## config.mk

```make
export PLATFORM = sky130hd
export DESIGN_NAME = button_led_ctrl
export DESIGN_NICKNAME = d
export VERILOG_FILES = /design/src/rtl/button_led_ctrl.sv
export SDC_FILE = /design/constraint.sdc
export NUM_CORES = 1
export LEC_CHECK = 0
export ABC_AREA = 1
export CORE_MARGIN = 2
export CORE_UTILIZATION = 60
export DETAILED_ROUTE_END_ITERATION = 8
export MAX_ROUTING_LAYER = met4
export PLACE_DENSITY = 0.78
export SYNTH_ARGS = -nofsm -noshare
export SYNTH_HDL_FRONTEND = slang
export SYNTH_SLANG_ARGS = --single-unit
```

## constraint.sdc

```tcl
create_clock -name clk -period 1.8 [get_ports clk]
set_input_delay 0.36 -clock clk [delete_from_list [all_inputs] [get_ports clk]]
set_output_delay 0.36 -clock clk [all_outputs]
set_load 0.05 [all_outputs]
```

## src/rtl/button_led_ctrl.sv

```systemverilog
// Multi-channel button debouncer with press pulse and LED driver.
// Each channel: 2-flop synchroniser on the polarity-normalised pin level,
// a stability counter that commits the level to `stable` after
// DEBOUNCE_CYCLES consecutive differing samples, a rising-edge press pulse,
// and an LED that either mirrors `stable` (momentary) or flips on each
// press (toggle). Channels share nothing but clk and rst.
module button_led_ctrl #(
  parameter int N_CH            = 3,
  parameter int DEBOUNCE_CYCLES = 120000,
  parameter bit TOGGLE_MODE     = 1'b0,
  parameter bit BTN_ACTIVE_LOW  = 1'b1,
  parameter bit LED_ACTIVE_LOW  = 1'b1
) (
  input  logic            clk,
  input  logic            rst,
  input  logic [N_CH-1:0] button,
  output logic [N_CH-1:0] led,
  output logic [N_CH-1:0] press
);

  localparam int CW = (DEBOUNCE_CYCLES > 1) ? $clog2(DEBOUNCE_CYCLES + 1) : 1;
  localparam logic [CW-1:0] LAST = CW'(DEBOUNCE_CYCLES - 1);
  localparam logic [N_CH-1:0] BTN_INV = {N_CH{BTN_ACTIVE_LOW}};
  localparam logic [N_CH-1:0] LED_INV = {N_CH{LED_ACTIVE_LOW}};

  logic [N_CH-1:0] sync1;     // first synchroniser stage, 1 = pressed
  logic [N_CH-1:0] sync2;     // second synchroniser stage, 1 = pressed
  logic [N_CH-1:0] stable;    // debounced level
  logic [N_CH-1:0] stable_d;  // previous debounced level for edge detect
  logic [N_CH-1:0] tog;       // toggle-mode LED state
  logic [CW-1:0]   cnt [N_CH];

  // Synchronise the normalised pin level; reset loads the released level.
  always_ff @(posedge clk) begin
    if (rst) begin
      sync1 <= '0;
      sync2 <= '0;
    end else begin
      sync1 <= button ^ BTN_INV;
      sync2 <= sync1;
    end
  end

  // Per-channel stability counter; any sample equal to `stable` restarts
  // the interval, and the counter clears on commit so it never wraps.
  always_ff @(posedge clk) begin
    for (int i = 0; i < N_CH; i++) begin
      if (rst) begin
        stable[i] <= 1'b0;
        cnt[i]    <= '0;
      end else if (sync2[i] == stable[i]) begin
        cnt[i] <= '0;
      end else if (cnt[i] == LAST) begin
        stable[i] <= sync2[i];
        cnt[i]    <= '0;
      end else begin
        cnt[i] <= cnt[i] + CW'(1);
      end
    end
  end

  // Edge-detect history for the press pulse.
  always_ff @(posedge clk) begin
    if (rst) stable_d <= '0;
    else     stable_d <= stable;
  end

  // Press is high for the one cycle after `stable` rises; both terms are
  // registers so there is no combinational path from the pins.
  assign press = stable & ~stable_d;

  // Toggle state flips on the edge where the press pulse is high.
  always_ff @(posedge clk) begin
    if (rst) tog <= '0;
    else     tog <= tog ^ press;
  end

  // LED pin: logical state (register) adjusted for drive polarity.
  assign led = (TOGGLE_MODE ? tog : stable) ^ LED_INV;

endmodule

```

=== Yosys cells after proc, flatten, opt, wreduce, memory -nomap -nowiden ===
Memories as Yosys holds them, arrays and structs flattened.
Cells that the tools add are included.

* Register bits after elaboration: 12
* Memory bits (writable): 51
* Input bits: 5
* Output and inout bits: 6
* Logic and storage cells: 79
* Memories: 1

{| class="wikitable"
|+ Memories
! name !! depth !! width !! rd ports !! clocked after Yosys merged registers in !! write ports !! RTL line !! source
|-
| cnt || 3 || 17 || 3 || 0 || 3 || 31 || <nowiki>logic [CW-1:0] cnt [N_CH];</nowiki>
|}

* Add/sub/neg operators: 3
* Equality and inequality tests: 6
* Mux-type cells: 44
* Bitwise logic cells: 16
* Reductions and logical operators: 3

{| class="wikitable"
|+ Operators by type and width
! kind !! number
|-
| two-way mux 17 bit || 9
|-
| adder 17 x 1 -> 17 bit (second input constant) || 3
|-
| equality test 17 bit (second input constant) || 3
|-
| two-way mux 1 bit || 35
|-
| inverter 3 bit || 3
|-
| OR 1 bit || 9
|-
| AND reduction 2 bit || 3
|-
| AND 3 bit || 1
|-
| equality test 1 bit || 3
|-
| inverter 1 bit || 3
|}

=== Depth between registers and ports, before layout ===
Gate-level depths: netlist (run 1).

* Depth in word-level cells: 7
* Mapped depth: 8
* Gate-level depth less buffers: 8

=== Worst setup path before layout (run 1) ===
Ideal clock, no wire load.

* Path kind: register -> output
* Start: register stable[2]
* End: output press[2]
* Data arrival time: 1.276 ns
* Data required time: 1.440 ns
* Slack: 0.164 ns
* Cell stages (with the launch flop): 3
* Cell sequence: dfxtp_1 inv_1 nor2_1

* Longest elaborated chain between the ends: 1

{| class="wikitable"
|+ Ends and longest elaborated chain
! element !! RTL line !! source
|-
| start: declaration || 28 || <nowiki>logic [N_CH-1:0] stable;</nowiki>
|-
| start signal: indexed assignment || 54 || <nowiki>stable[i] <= sync2[i];</nowiki>
|-
| AND 3 bit || 70 || <nowiki>assign press = stable & ~stable_d;</nowiki>
|-
| end: declaration || 18 || <nowiki>output logic [N_CH-1:0] press</nowiki>
|}

No other way between the ends.

==> key figures, run 1 <==
Outcome
  – Run status: finished clean

Detailed routing
  – Antenna Nets Post-Route: 0
  – Via count: 2690
  – Initial DRT Pass Iterations: 6
  – Drt wl/cell: 11.32 um
  – Post-route DRC: 0
  – Routed WL: 6.258 mm
  – Vias/cell: 4.864
  – DR iter-0 viols: 148

Placed design
  – Gp weighted congestion: 0.8629
  – PortBufs: 10
  – DP HPWL: 4.517 mm
  – Post-Place Setup Slack: 0.03076 ns
  – Cells after DPL: 537

Worst setup path
  – CP Launch Type: flop
  – CP cell instances: ha_1, nand3_2, nor3_2, nand2_1, nand2_2, buf_12, a21oi_1
  – R2R depth: 7
  – Delay-heaviest family, CP: simple AND/OR/NAND/NOR gates
  – R2R Path Start: cnt[0][0]$_SDFFCE_PN0P_
  – CP endpoint: cnt[0][15]$_SDFFCE_PN0P_
  – R2R setup slack: 0.17 ns
  – Slowest cell on crit path: edfxtp_1
  – Max Fanout on Critical Path: 17
  – Buf/Inv on CP: 1
  – Worst setup path startpoint: cnt[0][0]$_SDFFCE_PN0P_
  – Critical path depth: 7
  – Crit-path max cell delay: 0.38 ns
  – Setup Crit Path Kind: reg2reg
  – CP required: 1.89 ns
  – Crit. End Element: flop
  – Reg-to-reg critical path endpoint: cnt[0][15]$_SDFFCE_PN0P_
  – Critical path arrival: 1.72 ns

Synth
  – Number of synthesized register bits: 63
  – Synth area leader: edfxtp_1
  – Mean post-synth cell area: 8.360 um^2
  – Synth area leaders: edfxtp_1 (45%), nor2_1 (12%), nand2_1 (10%)
  – Sequential area share after synthesis: 52.33%
  – Primary FF master, synth: edfxtp_1
  – Cell Area, Synth: 0.003386 mm^2
  – FFs w/ async S/R, synth: 0%
  – Post-synth EDFFs: 51
  – Cells after Synth: 405
  – Synth Warn #: 0
  – Synth top area share: 45.23%
  – Most common cell in the netlist: nor2_1
  – Synth top cells by count: nor2_1 (104), nand2_1 (90), edfxtp_1 (51)
  – Distinct cells, synth: 24

Timing
  – Setup Skew: 0.007950 ns
  – Max Fclk: 614.3 MHz
  – Final setup vio count: 0
  – RSZ-0062 raised after global routing: false
  – Total Neg Setup Slack: 0 ns
  – Tcrit/Tclk final: 90.43%
  – Hold Violations, Final: 0
  – Setup WS post-layout: 0.1723 ns
  – Final min period: 1.628 ns
  – Final Max Slew Viols: 0

Final layout
  – Non-filler cells, final: 553
  – Nets: 484
  – Fraction of layout cells with a size suffix above 1: 8.732%
  – Fillcell total: 457
  – Antenna Cells: 0
  – FF+latch area: 0.001772 mm^2
  – Area Growth Syn to Fin: 17.33%
  – Multi-input combinational cell area: 0.001610 mm^2

Global routing
  – Initial antenna violation count: 0
  – First-pass GRT wire length: 10.85 mm
  – Congestion Overflow GR: 0
  – Total GRT Usage: 23.18%
  – Vias in the first global route: 2507
  – Largest net degree at the start of global routing: 18

Power and ir drop
  – Max IR drop VDD: 0.5467 mV
  – Pleak: 0.001551 uW
  – PD cells: 769.1 mW/mm^2

Clock network
  – Max Buffers Root-to-Sink: 2
  – Post-CTS Setup Bufs: 0
  – Cts bufs inserted: 9
  – H-tree depth: 3
  – Root buffer cell: clkbuf_8
  – CTS resizes: 0
  – Skew-Pair Late Insertion Delay: 0.35 ns
  – TritonCTS sink count: 63
  – Clk slew on worst S/H paths: 0.07 ns
  – CTS tree: done
  – Post-CTS Hold Buffers: 0

Floorplanning
  – Die Y: 79.12 um
  – Die area: 0.006260 mm^2
  – # IOs: 11
  – Die span in x: 79.12 um
  – Rows: 27
  – Core area: 0.005473 mm^2
  – Initial core utilization: 61.87%

Hold path
  – Worst min-delay path category: reg2reg

Flow run
  – Max_cap viols: 0
[worst min-delay path, delay by kind of cell (launching register included)]
kind | cells | cell delay [ns]
buffers and inverters | 1 | 0.04
flip-flops | 1 | 0.30
AND/OR/NAND/NOR | 1 | 0.03
[logic make-up (layout without fill, tap and decap cells)]
logic type,Yosys count,in the layout,synth area share (%)
AND/OR/NAND/NOR,233,233,28.49
flip-flops,63,63,52.33
buffers and inverters,44,70,5.802
AO/OA/AOI/OAI,34,34,5.173
XOR/XNOR,27,27,6.985
adder cells (fa/ha/maj),3,3,1.109
other,1,51,0.1108
[metrics by stage]
stage | util [%] | hold slack, ns | total power (uW) | instance area [um^2]
final | 72.59 | 0.4022 | 3055 | 3973
after global routing | 72.59 | 0.4246 | 3170 | 3973
after CTS | 72.50 | 0.4033 | 3083 | 3968
after detailed placement | 68.91 | 0.3925 | 1851 | 3771
after global placement | 68.91 | 0.3887 | 1844 | 3771
after floorplan | - | 0.3883 | 1807 | 3573
[area by class of cell]
class / instances / share of cell area [%]
Clock buffer: 9 / 3.118
Sequential cell: 63 / 44.60
Timing Repair Buffer: 14 / 3.843
Tap cell: 72 / 2.268
Inverter: 40 / 3.811
Multi-Input combinational cell: 348 / 40.54
Clock inverter: 7 / 1.827
[registers in the layout (all words and copies together), names as in the netlist]
register and count:
cnt 51, stable 3, stable_d 3, sync1 3, sync2 3
[placed cells by master (no fill, tap or decap), types with 2 or more instances in the layout]
cell	count
nor2_1	104
nand2_1	90
edfxtp_1	51
conb_1	51
inv_1	38
a21oi_1	21
nand3_1	19
xor2_1	19
dfxtp_1	12
o21ai_0	9
clkbuf_8	9
xnor2_1	8
buf_4	7
nand4_1	5
nor2_2	4
clkdlybuf4s50_1	4
clkinv_2	3
or2_2	3
ha_1	3
clkinv_4	3
buf_12	3
nand3_2	2
nor3_2	2
o21ai_1	2
nand2_2	2
o21bai_1	2
[metal layers]
layer / vias up / share of wire (%) / global-route usage [%]
li1: 1398 / - / -
met3: 16 / 3.0 / 6.136
met5: - / 0 / -
met1: 1235 / 47 / 27.77
met2: 41 / 48 / 37.71
met4: 0 / 2.1 / 8.966
[power breakdown]
group	internal [uW]	switching, uW	leakage (uW)
registers	1630	52.5	0.000624
logic	55.7	88.8	0.000823
clock network	641	589	0.000103
[how the worst min path moves through the flow]
| stage | from | to | slack, ns | cells after the start |
|---|---|---|---|---|
| 3_5_place_dp | sync1[2]$_SDFF_PP0_ | sync2[2]$_SDFF_PP0_ | 0.39 | 2 |
| 4_1_cts | sync1[2]$_SDFF_PP0_ | sync2[2]$_SDFF_PP0_ | 0.40 | 2 |
| 5_1_grt | sync1[2]$_SDFF_PP0_ | sync2[2]$_SDFF_PP0_ | 0.42 | 2 |
| 2_1_floorplan | sync1[0]$_SDFF_PP0_ | sync2[0]$_SDFF_PP0_ | 0.39 | 2 |
| 3_3_place_gp | sync1[1]$_SDFF_PP0_ | sync2[1]$_SDFF_PP0_ | 0.39 | 2 |
| 6_report | sync1[2]$_SDFF_PP0_ | sync2[2]$_SDFF_PP0_ | 0.40 | 2 |
No activity file was read; power rests on OpenSTA's default activity.
==> inputs of run 2 (changes only) <==
- CORE_ASPECT_RATIO: not set -> 0.5
- MAX_ROUTING_LAYER: met4 -> not set
- SLEW_MARGIN: not set -> 20
==> key figures, run 2 (same netlist as run 1, synthesis figures left out) <==
Floorplanning
  – Die Y: 57.12 um (was 79.12 um)
  – Rows: 19 (was 27)
  – Die span in x: 110.2 um (was 79.12 um)
  – Core area: 0.005468 mm^2 (was 0.005473 mm^2)
  – Initial core utilization: 61.92% (was 61.87%)
  – # IOs: 11 (unchanged)
  – Die area: 0.006296 mm^2 (was 0.006260 mm^2)

Clock network
  – Root buffer cell: clkbuf_16 (was clkbuf_8)
  – TritonCTS sink count: 63 (unchanged)
  – Max Buffers Root-to-Sink: 2 (unchanged)
  – H-tree depth: 3 (unchanged)
  – Post-CTS Hold Buffers: 0 (unchanged)
  – CTS tree: done (unchanged)
  – Cts bufs inserted: 9 (unchanged)
  – Clk slew on worst S/H paths: 0.05 ns (was 0.07 ns)
  – Skew-Pair Late Insertion Delay: 0.33 ns (was 0.35 ns)

Global routing
  – Congestion Overflow GR: 0 (unchanged)
  – First-pass GRT wire length: 10.65 mm (was 10.85 mm)
  – Vias in the first global route: 2549 (was 2507)
  – Largest net degree at the start of global routing: 18 (unchanged)
  – Total GRT Usage: 22.51% (was 23.18%)
  – Initial antenna violation count: 0 (unchanged)

Detailed routing
  – DR iter-0 viols: 116 (was 148)
  – Vias/cell: 4.855 (was 4.864)
  – Post-route DRC: 0 (unchanged)
  – Antenna Nets Post-Route: 0 (unchanged)
  – Initial DRT Pass Iterations: 4 (was 6)
  – Via count: 2675 (was 2690)
  – Drt wl/cell: 11.10 um (was 11.32 um)
  – Routed WL: 6.117 mm (was 6.258 mm)

Worst setup path
  – CP required: 1.87 ns (was 1.89 ns)
  – Critical path arrival: 1.72 ns (about the same)
  – Crit. End Element: flop (unchanged)
  – CP Launch Type: flop (unchanged)
  – Max Fanout on Critical Path: 17 (unchanged)
  – Setup Crit Path Kind: reg2reg (unchanged)
  – R2R depth: 6 (was 7)

Hold path
  – Worst min-delay path category: reg2reg (unchanged)
  – Hold Path Cell Cnt: 2 (unchanged)

Timing
  – Tcrit/Tclk final: 91.63% (was 90.43%)
  – RSZ-0062 raised after global routing: false (unchanged)
  – Final min period: 1.649 ns (was 1.628 ns)
  – Final Max Slew Viols: 0 (unchanged)
  – Max Fclk: 606.3 MHz (was 614.3 MHz)
  – Setup Skew: 0.006441 ns (was 0.007950 ns)
  – WHS: 0.4111 ns (was 0.4022 ns)
  – Final setup vio count: 0 (unchanged)
  – Hold Violations, Final: 0 (unchanged)

Final layout
  – Nets: 481 (was 484)
  – Fraction of layout cells with a size suffix above 1: 8.159% (was 8.732%)
  – Most frequent cells in the layout: nor2_1 (104), nand2_1 (90), edfxtp_1 (51), conb_1 (51), inv_1 (38) (unchanged)
  – Final instance area: 0.004059 mm^2 (was 0.003973 mm^2)
  – Fillcell total: 422 (was 457)
  – Area Growth Syn to Fin: 19.88% (was 17.33%)
  – Commonest non-fill, non-tap cell in the layout: nor2_1 (unchanged)
  – Final Util: 74.23% (was 72.59%)
  – Largest register by flop count: cnt (unchanged)
  – Max FFs per register: 51 (unchanged)
  – Antenna Cells: 0 (unchanged)

Flow run
  – Max_cap viols: 0 (unchanged)

Power and ir drop
  – Sw Pwr: 742.3 uW (was 730.4 uW)
  – Pint: 2939 uW (was 2325 uW)
  – Combinational share of power: 3.7% (was 4.7%)
  – Max IR drop VDD: 0.8049 mV (was 0.5467 mV)
  – Pleak: 0.001589 uW (was 0.001551 uW)
  – Clock power share: 50.5% (was 40.3%)
  – PD cells: 907.0 mW/mm^2 (was 769.1 mW/mm^2)
  – Sw Ratio: 20.16% (was 23.90%)
  – Seq pwr share: 45.8% (was 55.0%)

Outcome
  – Run status: finished clean (unchanged)

Placed design
  – DP HPWL: 4.307 mm (was 4.517 mm)
  – Post-place instance area: 0.003712 mm^2 (was 0.003771 mm^2)
  – Gp weighted congestion: 0.8683 (was 0.8629)
  – PortBufs: 10 (unchanged)
==> run 2: changes by cell type in the layout (fill, tap and decap cells not counted) <==
| cell | before | now |
|---|---|---|
| buf_12 | 3 | 0 |
| clkinv_2 | 3 | 2 |
| clkinv_4 | 3 | 1 |
| clkbuf_16 | 0 | 12 |
| clkbuf_8 | 9 | 2 |
| bufinv_16 | 1 | 0 |
| inv_4 | 1 | 0 |
==> run 2: final timing paths <==
kind / endpoint / from / slack, ns
worst max-delay path: cnt[0][9]$_SDFFCE_PN0P_ / cnt[0][0]$_SDFFCE_PN0P_ / 0.15
worst min-delay path: sync2[2]$_SDFF_PP0_ / sync1[2]$_SDFF_PP0_ / 0.41
worst max register to register: cnt[0][9]$_SDFFCE_PN0P_ / cnt[0][0]$_SDFFCE_PN0P_ / 0.15
worst min register to register: sync2[2]$_SDFF_PP0_ / sync1[2]$_SDFF_PP0_ / 0.41
==> run 2: area by class of cell <==
type                            count  area [um^2]  area share [%]
Sequential cell                    63         1772           43.65
Multi-Input combinational cell    348         1610           39.67
Clock buffer                       14        327.8           8.076
Inverter                           40        151.4           3.730
Timing Repair Buffer               11        92.59           2.281
Tap cell                           73        91.34           2.250
Clock inverter                      2        13.76          0.3391
==> run 2: worst max-delay path, cell delays in order, from the launching register on <==
cell      delay [ns]
edfxtp_1        0.37
ha_1            0.21
nand3_2         0.14
nor3_2          0.21
nand2_1         0.10
nand2_2         0.27
nor2_1          0.09
==> run 2: through the flow <==
| stage | TNS [ns] | setup WS, ns | power [uW] | instances |
|---|---|---|---|---|
| after floorplan | 0 | 0.1643 | 1807 | 455 |
| after global placement | 0 | 0.07178 | 1834 | 535 |
| after detailed placement | -0.004724 | -0.004680 | 1842 | 535 |
| after CTS | 0 | 0.08173 | 3705 | 551 |
| after global routing | 0 | 0.009462 | 3817 | 551 |
| final | 0 | 0.1507 | 3681 | 551 |
==> run 2: what timing repair did <==
action	CTS	global route
buffers inserted	0	0
resized for setup	0	1
endpoints found under the setup margin	0	1
endpoints found under the hold margin	0	0
==> run 2: power groups by stage <==
stage               sequential [uW]  clock, uW  combinational [uW]
CTS                            1680       1890                 133
finish                         1680       1860                 137
global placement               1710          0                 126
global route                   1690       1970                 160
detailed placement             1710          0                 130
floorplan                      1700          0                 110
==> run 2: metal layers <==
layer  global-route usage [%]  wire, um  vias to the layer above
met5                        0         0                        -
met4                    11.07       150                        0
met3                    8.686       258                       17
met2                    38.21      3032                       55
met1                    25.07      2676                     1214
li1                         -         -                     1389
==> patch, RTL diff (flow settings as in run 1) <==
Change the parameter `LED_ACTIVE_LOW` from 1'b1 to 1'b0.
--- a/src/rtl/button_led_ctrl.sv
+++ b/src/rtl/button_led_ctrl.sv
@@ -10,5 +10,5 @@
   parameter bit TOGGLE_MODE     = 1'b0,
   parameter bit BTN_ACTIVE_LOW  = 1'b1,
-  parameter bit LED_ACTIVE_LOW  = 1'b1
+  parameter bit LED_ACTIVE_LOW  = 1'b0
 ) (
   input  logic            clk,
Check against the original RTL: not equivalent (a bounded check fails within 4 cycles, from zero or initial values and one cycle with rst high).
==> patch against run 1 <==
- critical path depth grew 1
- non-clock buffer count grew 4
- largest power group unchanged
- design area grew 4.9%
- highest routed layer unchanged
- power grew 0.13%
- sequential cell count is the same
- wire length grew 3.5%
- setup slack lost 0.025 ns
- synthesized area grew 4.5%
- critical path type unchanged
- sequential share of layout area shrank 2.1 points
==> patch: results <==
<?xml version="1.0" encoding="UTF-8"?>
<metrics>
  <group name="global_routing">
    <metric name="grt_pass1_wl" unit="mm">11.0</metric>
    <metric name="grtUsageTotal" unit="%">22.7</metric>
    <metric name="first_global_vias" unit="">2599</metric>
  </group>
  <group name="power">
    <metric name="p_leak" unit="nW">1.67</metric>
    <metric name="vdd.ir_drop.worst" unit="uV">727</metric>
    <metric name="total_switching_power" unit="mW">0.676</metric>
  </group>
  <group name="yosys">
    <metric name="synth-adder-area-share" unit="%">1.06</metric>
    <metric name="synthDistinctLibCells" unit="">26</metric>
    <metric name="yosys-top-cells-count" unit="">nor2_1, nand2_1, edfxtp_1, inv_1, nand3_1</metric>
    <metric name="netlist_top_cells_area" unit="">edfxtp_1, nor2_1, nand2_1, dfxtp_1, inv_1</metric>
    <metric name="seq_area_frac_synth" unit="%">50.1</metric>
    <metric name="synth-xor-area-share" unit="%">6.44</metric>
    <metric name="synth-compound-area-share" unit="%">4.53</metric>
  </group>
  <group name="routing">
    <metric name="drt_wl_total" unit="mm">6.48</metric>
    <metric name="drt-vias-per-instance" unit="">4.78</metric>
  </group>
  <group name="layout">
    <metric name="buf_share" unit="%">4.69</metric>
    <metric name="num-nets-final" unit="">516</metric>
    <metric name="seq_share" unit="%">42.5</metric>
    <metric name="comb.multi_input.count" unit="">365</metric>
    <metric name="final.signal_buffer_count" unit="">18</metric>
    <metric name="max_flop_register" unit="">cnt</metric>
    <metric name="layout.clock_buffers" unit="">14</metric>
    <metric name="multi_input_combinational_area_share" unit="%">41.1</metric>
    <metric name="fillerInstances" unit="">439</metric>
    <metric name="drive_gt1_share" unit="%">11.1</metric>
    <metric name="sequential_cell_count" unit="">63</metric>
  </group>
  <group name="setup_path">
    <metric name="worst_path_largest_cell_delay" unit="ns">0.41</metric>
    <metric name="worstPathMaxFanout" unit="">4</metric>
    <metric name="cp_data_arrival_time" unit="ns">1.74</metric>
  </group>
  <group name="sta">
    <metric name="finClkSkew" unit="ns">0.00912</metric>
  </group>
  <group name="place">
    <metric name="place_hpwl" unit="mm">4.81</metric>
    <metric name="post_dp_cell_area" unit="sq mm">0.00395</metric>
    <metric name="gpl.final_weighted_congestion" unit="">0.900</metric>
  </group>
  <group name="cts">
    <metric name="clk_latency" unit="ns">0.34</metric>
  </group>
  <group name="status">
    <metric name="outcome" unit="">completed</metric>
  </group>
</metrics>
==> patch: cell types whose count changed in the layout (fill, tap and decap cells not counted), sizes merged, moves of 4 or more <==
cell and change:
nand2 +8, inv +10, nor2 +9, buf +4, clkbuf +5, nand3 +6, a21oi -5
==> patch: power by group through the flow <==
stage	clock network, mW	logic (mW)	registers [mW]
floorplan	0	0.123	1.70
global placement	0	0.150	1.71
detailed placement	0	0.154	1.71
CTS	1.24	0.155	1.68
global route	1.31	0.186	1.69
finish	1.21	0.161	1.68
==> patch: final timing paths <==
path,from,to,slack (ns),cells past startpoint
worst max-delay path,cnt[1][0]$_SDFFCE_PN0P_,cnt[1][14]$_SDFFCE_PN0P_,0.15,8
worst min-delay path,sync1[1]$_SDFF_PP0_,sync2[1]$_SDFF_PP0_,0.40,2
worst max register to register,cnt[1][0]$_SDFFCE_PN0P_,cnt[1][14]$_SDFFCE_PN0P_,0.15,8
worst min register to register,sync1[1]$_SDFF_PP0_,sync2[1]$_SDFF_PP0_,0.40,2
==> patch: metrics by stage <==
stage	instances	hold WS (ns)	worst slack, ns	util (%)	total power [mW]
2_1_floorplan	483	0.388	0.00810	-	1.82
3_3_place_gp	567	0.391	0.0285	70.4	1.86
3_5_place_dp	567	0.396	0.0308	70.4	1.87
4_1_cts	583	0.406	0.0600	74.0	3.08
5_1_grt	585	0.426	0.00590	74.3	3.18
6_report	585	0.405	0.147	74.3	3.06
==> patch: per-layer routing <==
layer  global-route usage [%]  up-vias  part of all wire [%]
li1                         -     1486                     -
met1                     29.3     1248                    47
met2                     36.0       55                    47
met3                     3.78       10                   4.1
met4                     9.15        0                   1.8
met5                        -        -                     0
